### src/rtl/pipe_mux_pkg.sv
// Shared constants and helpers for pipe_mux_n and the forwarding unit.
package pipe_mux_pkg;

  localparam int MAX_STAGES = 4;
  localparam int MAX_N_IN   = 16;

  function automatic logic sel_in_range(input int unsigned sel, input int unsigned n);
    return sel < n;
  endfunction

endpackage

### src/rtl/pipe_stage_reg.sv
// One pipeline stage of {data, sel, valid}; priority rst > flush > stall > advance.
module pipe_stage_reg #(
  parameter int WIDTH = 32,
  parameter int SEL_W = 2
) (
  input  logic             clk,
  input  logic             rst,
  input  logic             stall_i,
  input  logic             flush_i,
  input  logic [WIDTH-1:0] data_i,
  input  logic [SEL_W-1:0] sel_i,
  input  logic             valid_i,
  output logic [WIDTH-1:0] data_o,
  output logic [SEL_W-1:0] sel_o,
  output logic             valid_o
);

  logic [WIDTH-1:0] data_q, data_d;
  logic [SEL_W-1:0] sel_q, sel_d;
  logic             valid_q, valid_d;

  // Flush overrides stall: the stage still advances, only the valid bit is dropped.
  always_comb begin
    data_d  = data_q;
    sel_d   = sel_q;
    valid_d = valid_q;
    if (flush_i) begin
      data_d  = data_i;
      sel_d   = sel_i;
      valid_d = 1'b0;
    end else if (!stall_i) begin
      data_d  = data_i;
      sel_d   = sel_i;
      valid_d = valid_i;
    end
  end

  always_ff @(posedge clk) begin
    if (rst) begin
      data_q  <= '0;
      sel_q   <= '0;
      valid_q <= 1'b0;
    end else begin
      data_q  <= data_d;
      sel_q   <= sel_d;
      valid_q <= valid_d;
    end
  end

  assign data_o  = data_q;
  assign sel_o   = sel_q;
  assign valid_o = valid_q;

endmodule

### src/rtl/pipe_mux_n.sv
// N-input selector feeding STAGES pipeline registers with stall/flush.
// Optional PIPE_MUX_SEL_CHECK_EN adds a sticky sel_err flag for out-of-range selects.
module pipe_mux_n
  import pipe_mux_pkg::*;
#(
  parameter int WIDTH  = 32,
  parameter int N_IN   = 4,
  parameter int STAGES = 1,
  localparam int SEL_W = $clog2(N_IN)
) (
  input  logic                  clk,
  input  logic                  rst,
  input  logic [N_IN*WIDTH-1:0] in_data,
  input  logic [SEL_W-1:0]      sel,
  input  logic                  in_valid,
  input  logic                  stall,
  input  logic                  flush,
  output logic [WIDTH-1:0]      out_data,
  output logic                  out_valid,
  output logic [SEL_W-1:0]      out_sel
`ifdef PIPE_MUX_SEL_CHECK_EN
  ,
  output logic                  sel_err
`endif
);

  if (STAGES < 1 || STAGES > MAX_STAGES || N_IN < 2 || N_IN > MAX_N_IN) begin : g_bad_cfg
    $error("pipe_mux_n: unsupported STAGES/N_IN");
  end

  logic [WIDTH-1:0] mux_d;

  // Unmatched (out-of-range) select leaves the default zero.
  always_comb begin
    mux_d = '0;
    for (int k = 0; k < N_IN; k++) begin
      if (sel == SEL_W'(k)) mux_d = in_data[k*WIDTH +: WIDTH];
    end
  end

  logic [STAGES:0][WIDTH-1:0] data_pipe;
  logic [STAGES:0][SEL_W-1:0] sel_pipe;
  logic [STAGES:0]            vld_pipe;

  assign data_pipe[0] = mux_d;
  assign sel_pipe[0]  = sel;
  assign vld_pipe[0]  = in_valid;

  for (genvar i = 1; i <= STAGES; i++) begin : g_stage
    pipe_stage_reg #(
      .WIDTH (WIDTH),
      .SEL_W (SEL_W)
    ) u_stage (
      .clk     (clk),
      .rst     (rst),
      .stall_i (stall),
      .flush_i (flush),
      .data_i  (data_pipe[i-1]),
      .sel_i   (sel_pipe[i-1]),
      .valid_i (vld_pipe[i-1]),
      .data_o  (data_pipe[i]),
      .sel_o   (sel_pipe[i]),
      .valid_o (vld_pipe[i])
    );
  end

  assign out_data  = data_pipe[STAGES];
  assign out_sel   = sel_pipe[STAGES];
  assign out_valid = vld_pipe[STAGES];

`ifdef PIPE_MUX_SEL_CHECK_EN
  logic sel_err_q, sel_err_d;

  // Only selects actually accepted into the pipeline can raise the flag.
  always_comb begin
    sel_err_d = sel_err_q;
    if (in_valid && !stall && !flush && !sel_in_range(32'(sel), N_IN)) sel_err_d = 1'b1;
  end

  always_ff @(posedge clk) begin
    if (rst) sel_err_q <= 1'b0;
    else     sel_err_q <= sel_err_d;
  end

  assign sel_err = sel_err_q;
`endif

endmodule
### config.mk
export PLATFORM = sky130hd
export DESIGN_NAME = pipe_mux_n
export DESIGN_NICKNAME = d
export VERILOG_FILES = /design/src/rtl/pipe_mux_pkg.sv /design/src/rtl/pipe_stage_reg.sv /design/src/rtl/pipe_mux_n.sv
export SDC_FILE = /design/constraint.sdc
export NUM_CORES = 1
export LEC_CHECK = 0
export CAP_MARGIN = 30
export CORE_MARGIN = 1
export CORE_UTILIZATION = 33
export DETAILED_ROUTE_END_ITERATION = 8
export HOLD_SLACK_MARGIN = 0.06
export PLACE_DENSITY_LB_ADDON = 0.15
export RECOVER_POWER = 25
export SYNTH_ARGS = -nofsm -noshare
export SYNTH_HDL_FRONTEND = slang
export SYNTH_SLANG_ARGS = --single-unit
export TNS_END_PERCENT = 20
### constraint.sdc
create_clock -name clk -period 1.65 [get_ports clk]
set_input_delay 0.4125 -clock clk [delete_from_list [all_inputs] [get_ports clk]]
set_output_delay 0.4125 -clock clk [all_outputs]
set_load 0.03 [all_outputs]
* Yosys cells after proc, flatten, opt, wreduce, memory -nomap -nowiden
Index checks and enable logic that the tools add are counted.
** Storage, ports and cells
- Register bits :: 35
- Bits of input ports :: 135
- Output and inout port bits :: 35
- Logic and storage cells :: 17
** Cells by class
- Eq/ne operators :: 4
- Multiplexer cells :: 8
- Reduce and logical (&&, ||, !) cells :: 2
** Operator list (number)
- 2-to-1 mux 32 bit :: 6
- == test 2 bit, second input constant :: 2
- 2-to-1 mux 2 bit :: 2
- == test 2 x 1 -> 1 bit, second input constant :: 1
- logical NOT 2 bit :: 1
- != test 2 x 1 -> 1 bit, second input constant :: 1
- OR reduction 2 bit :: 1

* Longest topological paths before layout
Gate-level depths: netlist (run 1).
- Word-level depth :: 7
- Gate-level depth with buffers :: 6
- Gate-level depth less buffers :: 3

* Cells and area by module
From an unflattened synthesis (run 1), not the netlist that was laid out.
** Unflattened totals
- Cells, all modules :: 195
- Area, all modules :: 2402.3 um^2
** Modules (own cells, without submodules)
- pipe_stage_reg :: instances 1, cells each 156, area an instance 1587.8 um^2, seq. area each 700.7 um^2
- pipe_mux_n :: instances 1, cells each 39, area an instance 814.5 um^2, seq. area each 0.0 um^2

* Worst setup path before layout (run 1)
No wires, ideal clock.
- Kind :: in2reg
- Start point :: in sel[1]
- End point :: reg g_stage[1].u_stage.data_q[0]
- Setup time :: 0.122 ns
- Arrival time :: 1.398 ns
- Data required time :: 1.528 ns
- Setup slack :: 0.130 ns
- Stages on the path :: 3
- Path buffers :: 1
- Cells stage by stage :: clkbuf_1 > mux2_2 > a221o_1
** On the way
- Word-level cells in the longest chain between the ends :: 7
- Elaborated cells between the ends (all ways) :: 10
- Classes of those cells :: eq/ne (3); mux (6); reduce/logical (1)
** RTL lines
- start, declared :: line pipe_mux_n.sv:14 : input logic [SEL_W-1:0] sel,
- logical NOT 2 bit :: line pipe_mux_n.sv:37 : if (sel == SEL_W'(k)) mux_d = in_data[k*WIDTH +: WIDTH];
- 2-to-1 mux 32 bit (3 in series) :: line pipe_mux_n.sv:37
- 2-to-1 mux 32 bit * :: line pipe_mux_n.sv:37
- 2-to-1 mux 32 bit :: line pipe_stage_reg.sv:31 : end else if (!stall_i) begin
- 2-to-1 mux 32 bit * :: line pipe_stage_reg.sv:27 : if (flush_i) begin
- end signal, assigned :: line pipe_stage_reg.sv:44 : data_q <= data_d;
- end, declared :: line pipe_stage_reg.sv:18 : logic [WIDTH-1:0] data_q, data_d;
Mark *: on every way between the ends. The rest lies on a longest branch, timed or not. The select of a mux whose other input is x is not followed.
A chain may end at the register's enable or synchronous reset.

* Worst setup path in the final report (run 1)
- Start point :: in sel[0]
- End point :: reg g_stage[1].u_stage.data_q[20]
The elaborated chain is that of the path after synthesis.

==> results of run 1 <==
-- sequential cells by signal (all words and copies together) (netlist names) --
register                 cells
g_stage.u_stage.data_o      32
g_stage.u_stage.sel_o        2
g_stage.u_stage.valid_o      1
-- cell usage after synthesis --
cell	n
buf_1	2
buf_6	6
nor3_1	33
dfxtp_1	35
a221o_1	32
mux2i_1	35
clkbuf_1	1
nor3b_2	1
nor2b_4	2
or2_1	1
nor2_1	2
buf_2	13
mux2_2	32
-- final timing paths --
kind	startpoint	endpoint	cells past startpoint
max	sel[0]	g_stage[1].u_stage.data_o[20]	5
min	g_stage[1].u_stage.data_o[7]	g_stage[1].u_stage.data_o[7]	1
min reg2reg	g_stage[1].u_stage.data_o[7]	g_stage[1].u_stage.data_o[7]	1
max reg2reg	g_stage[1].u_stage.data_o[20]	g_stage[1].u_stage.data_o[20]	1
-- cell families (layout without fill, tap and decap cells) --
logic type,after synthesis,count (layout),share of synthesized area
mux,67,67,0.3393
flops,35,35,0.3345
compound gates,32,32,0.1529
buf+inv,22,190,0.06869
simple gates,39,40,0.1045
-- routing by layer --
metal  GRT usage  part of all wire  up-vias
met1      0.2129              0.39     1036
met5           0                 0        -
met4     0.08246             0.024        0
met3     0.05111             0.087       15
li1            -                 -     1106
met2      0.3592              0.50      107
-- report_power, final --
group	switching, uW	leakage [uW]	internal [uW]
Sequential	37.7	0.000290	919
Clock	302	0.0000654	604
Combinational	385	0.00136	541
-- layout make-up --
type | count | area, um2
fill | 519 | 2001
timing repair buffer | 182 | 1828
multi-input combinational | 139 | 1270
sequential | 35 | 700.7
tap | 75 | 93.84
clock buffer | 6 | 72.57
clock inverter | 2 | 60.06
-- worst max-delay path, delay by kind of cell --
family                 cells  cell delay, ns
buffers and inverters      2            0.74
AO/OA/AOI/OAI              1            0.27
AND/OR/NAND/NOR            2            0.24
-- metrics by stage --
| step | util | setup slack [ns] | total power (uW) | instances | hold WS, ns |
|---|---|---|---|---|---|
| finish | 0.6680 | 0.1526 | 2789 | 439 | 0.4845 |
| global placement | 0.6510 | -0.3703 | 1943 | 430 | 0.4678 |
| floorplan | - | 0.1301 | 1407 | 195 | 0.4849 |
| CTS | 0.6653 | 0.001338 | 2814 | 438 | 0.4896 |
| global route | 0.6680 | 0.1086 | 2915 | 439 | 0.4984 |
| detailed placement | 0.6510 | -0.4133 | 1957 | 430 | 0.4753 |
-- what timing repair did --
action	CTS	global route
setup endpoints to repair	67	32
gates cloned	0	1
pin swaps	1	0
gates resized for setup	37	2
==> impl_results.md, run 1 <==
* YS warnings at 0
* Cts bufs inserted at 5
* Post-synthesis average cell area at 10.74 um2
* Setup TNS at 0 ns
* CTS H-tree lvls at 2
* Status: finished, final reports clean
* Critical Path RT at 1.82 ns
* Drt wl/cell at 16.04 um
* Cell Area, Synth at 0.002095 mm2
* Die footprint at 0.006670 mm2
* Die Y-Extent at 81.67 um
* Clk sinks at 35
* Max stage delay on crit path at 0.50 ns
* Via/cell ratio at 5.157
* Share of layout cells above drive strength 1 at 0.1566
* Initial antenna violation count at 0
* Peak supply drop at 0.0005578 V
* DP Area at 0.003923 mm2
* Main area contributors after synthesis: dfxtp_1 33%, mux2_2 17%, mux2i_1 17%
* Synth Net Count at 330
* Chip Width at 81.67 um
* Final Cycle Share at 0.9075
* Rows at 28
* I/O Buffers at 169
* Via Count at 2264
* Most common cell after layout, fill and taps aside: clkdlybuf4s50_1
* Postcts setup bufs at 0
* First-pass GRT wire length at 9.936 mm
* Share of the synthesized area in the top cell type at 0.3345
* Slew Viols, Final at 0
* Startpoint types: input pin
* Critical Path AT at 1.67 ns
* Max-slew headroom at 0.6868
* Cell breakdown of the critical path: clkdlybuf4s50_1, or2_0, buf_4, nor3_1, a221o_1
* Sequential share of the synthesized area at 0.3345
* Most frequent cells in the layout: 129 x clkdlybuf4s50_1, 37 x dlygate4sd2_1, 35 x mux2i_1, 35 x dfxtp_1, 33 x nor3_1
* Max Freq at 667.8 MHz
* Drt first pass iters at 4
* Vias in the first global route at 2223
* RSZ-0062 raised after global routing: false
* Number of antenna-violating nets in the routed design at 0
* CTS Hold Bufs at 0
* GRT Total Usage at 0.1965
* Hold Path Class: reg -> reg
* Final setup fails at 0
* Clock Tree Root: clkbuf_8
* Initial core utilization at 0.3476
* DRC at 0
* Cell count after synthesis at 195
* Crit path time final at 1.497 ns
* Worst skew pair latency at 0.28 ns
* CTS Buffer Depth at 2
* Starting DRC count in detailed routing at 43
* Gr ovfl total at 0
* Slowest library cell on the worst path: clkdlybuf4s50_1
* Ports at 170
* ANT cells at 0
* Clock-pin slew on the worst setup and hold paths at 0.07 ns
* CTS tree: done
* R2R setup slack at 0.90 ns
* Total core area at 0.006026 mm2
* Slew @ Worst Pin at 0.4689 ns
* Max cap viols at 0
* Synth cell types at 13
* DRT Wirelength at 7.042 mm
* Pleak at 0.001719 uW
* Largest net degree at the start of global routing at 33
* Worst clock skew at 0 ns
* Kind of end point of the critical path: register
* Final net count at 498
* Final HPWL DP at 5.369 mm
* Register bit total from synthesis at 35
* Crit Path Class: in -> reg
* Area delta synth->final at 92.17%
* PwrDens at 693.0 mW/mm2
* Final Instance Area at 0.004025 mm2
* Yosys top cell by area: dfxtp_1
* Final hold violation count at 0
* Placer Congestion at 0.7655
* CP max FO at 17
No activity file was read; power rests on OpenSTA's default activity.
==> run 2, diff against run 1 <==
--- a/config.mk
+++ b/config.mk
@@ -8,5 +8,5 @@
 export CAP_MARGIN = 30
 export CORE_MARGIN = 1
-export CORE_UTILIZATION = 33
+export CORE_UTILIZATION = 36
 export DETAILED_ROUTE_END_ITERATION = 8
 export HOLD_SLACK_MARGIN = 0.06
==> constraint.sdc (replaced) <==
create_clock -name clk -period 1.85 [get_ports clk]
set_input_delay 0.2775 -clock clk [delete_from_list [all_inputs] [get_ports clk]]
set_output_delay 0.2775 -clock clk [all_outputs]
set_load 0.03 [all_outputs]
==> run 2 against run 1 <==
Cell count fell by 1.6%; combinational power is 9.2% lower; clock skew unchanged; largest cell class unchanged; hold slack worse by 0.0033 ns; core utilization is 4.1 points higher; first-iteration DRC count up 100%; critical path type unchanged.
==> impl_results.md, run 2 (synthesis results as in run 1) <==
* Max reg flops at 32 (unchanged)
* Net Sw Frac at 0.2769 (+0.01690)
* GRT Total Usage at 0.2233 (+0.02672)
* Reg-to-Reg End: g_stage[1].u_stage.data_o[1]
* R2R depth at 1 (unchanged)
* Via/cell ratio at 5.227 (+1.4%)
* Flop pwr share at 0.373 (+0.030)
* Final HPWL DP at 5.339 mm (-0.55%)
* Rows at 27 (-3.6%)
* Max-slew headroom at 0.4908 (-0.1959)
* Critical Path RT at 2.07 ns (+0.25 ns)
* Share of layout cells above drive strength 1 at 0.1472 (-0.009371)
* Slew @ Worst Pin at 0.7622 ns (+0.2933 ns)
* WHS Path Cells at 1 (unchanged)
* Switch Pwr at 635.7 uW (-12%)
* Critical Path AT at 1.91 ns (+0.24 ns)
* Initial core utilization at 0.3780 (+0.03046)
* Worst skew pair latency at 0.28 ns (about the same)
* Final net count at 494 (-0.80%)
* Crit Path Class: in -> reg
* Largest net degree at the start of global routing at 51 (+55%)
* Max cap viols at 0 (unchanged)
* Most common cell after layout, fill and taps aside: clkdlybuf4s50_1
* Clk network pwr share at 0.261 (-0.064)
* Slew Viols, Final at 0 (unchanged)
* ANT cells at 0 (unchanged)
* Final hold violation count at 0 (unchanged)
* Total core area at 0.005540 mm2 (-8.1%)
* R2R setup slack at 1.09 ns (+0.19 ns)
* Vias in the first global route at 2228 (+0.22%)
* Status: finished, final reports clean
* DP Area at 0.003834 mm2 (-2.3%)
* Starting DRC count in detailed routing at 86 (+100%)
* Hold WS at 0.4812 ns (-0.003273 ns)
* Pleak at 0.001563 uW (-9.1%)
* Gr ovfl total at 0 (unchanged)
* Number of antenna-violating nets in the routed design at 0 (unchanged)
* Crit path time final at 1.689 ns
* DRT Wirelength at 6.853 mm (-2.7%)
* Cell Int Power at 1660 uW (-20%)
* Area delta synth->final at 87.57%
* Final setup fails at 0 (unchanged)
* CP max FO at 32 (+15)
* Fillers at 466 (-10%)
* Ports at 170 (unchanged)
* Chip Width at 78.28 um (-4.2%)
* Hold Path Class: reg -> reg
* FF-to-FF Start: g_stage[1].u_stage.data_o[1]
* Comb power frac at 0.366 (+0.034)
* Postcts setup bufs at 0 (unchanged)
* Final Core Density at 0.7091 (+0.04114)
* CTS tree: done
* Most frequent cells in the layout: 154 x clkdlybuf4s50_1, 35 x mux2i_1, 35 x dfxtp_1
* RSZ-0062 raised after global routing: false
* Kind of end point of the critical path: register
* CTS Hold Bufs at 0 (unchanged)
* Via Count at 2258 (-0.27%)
* Cts bufs inserted at 5 (unchanged)
* Placer Congestion at 0.7251 (-5.3%)
* Startpoint types: input pin
* Peak supply drop at 0.0004038 V (-28%)
* Die footprint at 0.006127 mm2 (-8.1%)
* Post-CTS Resized at 0 (-100%)
* I/O Buffers at 169 (unchanged)
* Clk sinks at 35 (unchanged)
* Setup TNS at 0 ns (unchanged)
* CTS Buffer Depth at 2 (unchanged)
* Die Y-Extent at 78.28 um (-4.2%)
* Clock-pin slew on the worst setup and hold paths at 0.07 ns (about the same)
* Worst clock skew at 0 ns (unchanged)
* Final Instance Area at 0.003929 mm2 (-2.4%)
* Drt first pass iters at 4 (unchanged)
* Final Cycle Share at 0.9128
* PwrDens at 584.3 mW/mm2 (-16%)
* First-pass GRT wire length at 10.71 mm (+7.8%)
* Worst Hold Launch: g_stage[1].u_stage.data_o[0]
* Max Freq at 592.2 MHz
* Drt wl/cell at 15.86 um (-1.1%)
* Total power at 2296 uW (-18%)
* Clock Tree Root: clkbuf_8
* Hold endpoint: g_stage[1].u_stage.data_o[0]
* Initial antenna violation count at 0 (unchanged)
* CTS H-tree lvls at 2 (unchanged)
* DRC at 0 (unchanged)
run 2: cell count changes in the layout (fill, tap and decap cells not counted), sizes merged:
cell | previous run | this run
dlygate4sd2 | 37 | 0
clkdlybuf4s50 | 129 | 154
dlygate4sd3 | 1 | 14
buf | 14 | 9
clkbuf | 6 | 10
bufinv | 2 | 0
dlymetal6s2s | 1 | 0
nor2b | 3 | 2
run 2: metrics by stage:
| stage | setup WS (ns) | cells |
|---|---|---|
| finish | 0.1612 | 432 |
| global route | 0.05257 | 432 |
| CTS | 0.1580 | 432 |
| detailed placement | -0.1381 | 424 |
| global placement | -0.07927 | 424 |
| floorplan | 0.4651 | 195 |
run 2: cell type report:
cell class                      instances  area [um2]  share of cell area
Multi-Input combinational cell        138        1256              0.3197
Tap cell                               72       90.09             0.02293
Timing Repair Buffer                  179        1782              0.4535
Clock buffer                            8       100.1             0.02548
Sequential cell                        35       700.7              0.1783
run 2: worst max path at each step:
stage	start	end	slack [ns]	cells after the start
5_1_grt	flush	g_stage[1].u_stage.data_o[17]	0.05	5
2_1_floorplan	sel[1]	g_stage[1].u_stage.data_o[0]	0.47	3
6_report	stall	g_stage[1].u_stage.data_o[1]	0.16	4
4_1_cts	flush	g_stage[1].u_stage.data_o[17]	0.16	5
3_5_place_dp	flush	g_stage[1].u_stage.data_o[17]	-0.14	5
3_3_place_gp	stall	g_stage[1].u_stage.data_o[27]	-0.08	4
run 2: power groups by stage:
stage               Sequential, uW  Clock (uW)  Combinational (uW)
floorplan                      999           0                 256
global placement               871           0                 844
detailed placement             871           0                 854
CTS                            856         615                 858
global route                   863         647                 889
finish                         855         600                 841
run 2: routing by layer:
layer / share of wire / global-route usage / vias up
met4: 0.016 / 0.07407 / 0
met3: 0.093 / 0.06744 / 11
li1: - / - / 1095
met5: 0 / 0 / -
met2: 0.50 / 0.4035 / 112
met1: 0.39 / 0.2472 / 1040
run 2: critical path: stages:
cell and delay [ns]:
clkdlybuf4s50_1 0.48, nor2b_4 0.20, nor2b_4 0.67, a221o_1 0.28
==> run 3, diff against run 2 <==
Settings changed: CORE_MARGIN 1 to 4.
==> run 3 against run 2 <==
Combinational power is 1% higher; largest cell class unchanged; hold slack hardly changed; clock-buffer cell count is 2 lower.
==> impl_results.md, run 3 (synthesis results as in run 1) <==
* I/O Buffers at 169 (unchanged)
* Crit path time final at 1.781 ns (+0.09204 ns)
* Total core area at 0.005574 mm2 (+0.61%)
* Post-Layout Cell Count at 433 (+0.23%)
* Final HPWL DP at 5.751 mm (+7.7%)
* Dpl cells at 425 (+0.24%)
* Max reg flops at 32 (unchanged)
* Rows at 27 (unchanged)
* Most frequent cells in the layout: 154 x clkdlybuf4s50_1, 35 x mux2i_1, 35 x dfxtp_1
* Share of layout cells above drive strength 1 at 0.1524 (+0.005132)
* Max Freq at 561.5 MHz (-5.2%)
* Final setup fails at 0 (unchanged)
* Crit path max-delay family: simple AND/OR/NAND/NOR gates
* Final Cycle Share at 0.9626 (+0.04975)
* Postcts setup bufs at 0 (unchanged)
* Hold WS at 0.4816 ns (+0.0003650 ns)
* Via Count at 2239 (-0.84%)
* Die footprint at 0.007102 mm2 (+16%)
* DRC at 0 (unchanged)
* Post-CTS Resized at 0 (unchanged)
* Vias in the first global route at 2316 (+3.9%)
* CTS Hold Bufs at 0 (unchanged)
* Chip Width at 84.28 um (+7.7%)
* Via/cell ratio at 5.171 (-1.1%)
* Worst clock skew at 0 ns (unchanged)
* Most common cell after layout, fill and taps aside: clkdlybuf4s50_1
* Final Core Density at 0.7077 (-0.001380)
* Cell breakdown of the critical path: clkdlybuf4s50_1, nor2b_4, buf_4, nor2b_2, a221o_1
* Max-slew headroom at 0.4791 (-0.01174)
* Ports at 170 (unchanged)
* Cell Int Power at 1617 uW (-2.6%)
* Kind of end point of the critical path: register
* GRT Total Usage at 0.1912 (-0.03203)
* ANT cells at 0 (unchanged)
* Switch Pwr at 633.8 uW (-0.30%)
* Clock Tree Root: clkbuf_8
* Worst skew pair latency at 0.27 ns (about the same)
* Area delta synth->final at 88.35%
* CTS tree: done
* Comb power frac at 0.378 (+0.012)
* Clock-pin slew on the worst setup and hold paths at 0.07 ns (about the same)
* CP bufs+invs at 2 (+1)
* Number of antenna-violating nets in the routed design at 0 (unchanged)
* Drt wl/cell at 17.01 um (+7.3%)
* Slowest library cell on the worst path: nor2b_2
* Hold Path Class: reg -> reg
* Critical Path RT at 2.06 ns (about the same)
* Cts bufs inserted at 5 (unchanged)
* Starting DRC count in detailed routing at 85 (-1.2%)
* Die Y-Extent at 84.28 um (+7.7%)
* Total power at 2251 uW (-1.9%)
* Initial antenna violation count at 0 (unchanged)
* CTS H-tree lvls at 2 (unchanged)
* Peak supply drop at 0.0003234 V (-20%)
* Drt first pass iters at 4 (unchanged)
* Largest net degree at the start of global routing at 35 (-31%)
* Startpoint types: input pin
* Net Sw Frac at 0.2815 (+0.004636)
* Status: finished, final reports clean
* Max cap viols at 0 (unchanged)
* Clk sinks at 35 (unchanged)
* DRT Wirelength at 7.367 mm (+7.5%)
* Placer Congestion at 0.7787 (+7.4%)
* First-pass GRT wire length at 11.15 mm (+4.1%)
* Gr ovfl total at 0 (unchanged)
* Critical Path AT at 1.99 ns (+0.08 ns)
* Clk network pwr share at 0.244 (-0.017)
* Crit Path Class: in -> reg
* Pleak at 0.001571 uW (+0.47%)
* RSZ-0062 raised after global routing: false
* Slew Viols, Final at 0 (unchanged)
* Max stage delay on crit path at 0.64 ns (-0.03 ns)
* Flop pwr share at 0.379 (+0.006)
* Initial core utilization at 0.3758 (-0.002291)
* Final net count at 496 (+0.40%)
* PwrDens at 570.6 mW/mm2 (-2.3%)
* Slew @ Worst Pin at 0.7779 ns (+0.01571 ns)
* CTS Buffer Depth at 2 (unchanged)
* Final hold violation count at 0 (unchanged)
* CP max FO at 16 (-50%)
## run 3: cell count changes in the layout (fill, tap and decap cells not counted), sizes merged
| cell | change |
|---|---|
| clkbuf | -3 |
| buf | +2 |
| nor2b | +1 |
| clkinv | +1 |
## run 3: layer usage
layer	vias to the layer above	GRT usage	wire length, um
met1	1030	0.2171	2913
met4	0	0.03655	59
met3	4	0.06673	707
met5	-	0	0
li1	1099	-	-
met2	106	0.3465	3686
## run 3: area by class of cell
type	count	area [um2]
clock inverters	1	5.005
multi-input cells	139	1265
repair buffers	180	1802
clock buffers	6	82.58
flip-flops and latches	35	700.7
well taps	72	90.09
fillers	452	1629
## run 3: worst paths after layout
| check | start | endpoint | slack (ns) | cells past startpoint |
|---|---|---|---|---|
| setup / recovery | stall | g_stage[1].u_stage.data_o[16] | 0.07 | 5 |
| hold / removal | g_stage[1].u_stage.data_o[21] | g_stage[1].u_stage.data_o[21] | 0.48 | 1 |
| setup reg to reg | g_stage[1].u_stage.data_o[12] | g_stage[1].u_stage.data_o[12] | 1.11 | 1 |
| hold reg to reg | g_stage[1].u_stage.data_o[21] | g_stage[1].u_stage.data_o[21] | 0.48 | 1 |
## run 3: per-stage QoR
stage | setup WS (ns) | setup TNS (ns) | cell area (um2)
after floorplan | 0.4651 | 0 | 2095
after global placement | -0.3822 | -12.15 | 3834
after detailed placement | -0.1946 | -5.686 | 3849
after CTS | 0.07306 | 0 | 3936
after global routing | 0.009250 | 0 | 3945
final | 0.06921 | 0 | 3945
## run 3: power by group through the flow
| stage | sequential [uW] | clock (uW) | combinational (uW) |
|---|---|---|---|
| global placement | 869 | 0 | 848 |
| CTS | 853 | 558 | 863 |
| floorplan | 999 | 0 | 256 |
| finish | 852 | 549 | 850 |
| detailed placement | 870 | 0 | 860 |
| global route | 861 | 596 | 900 |
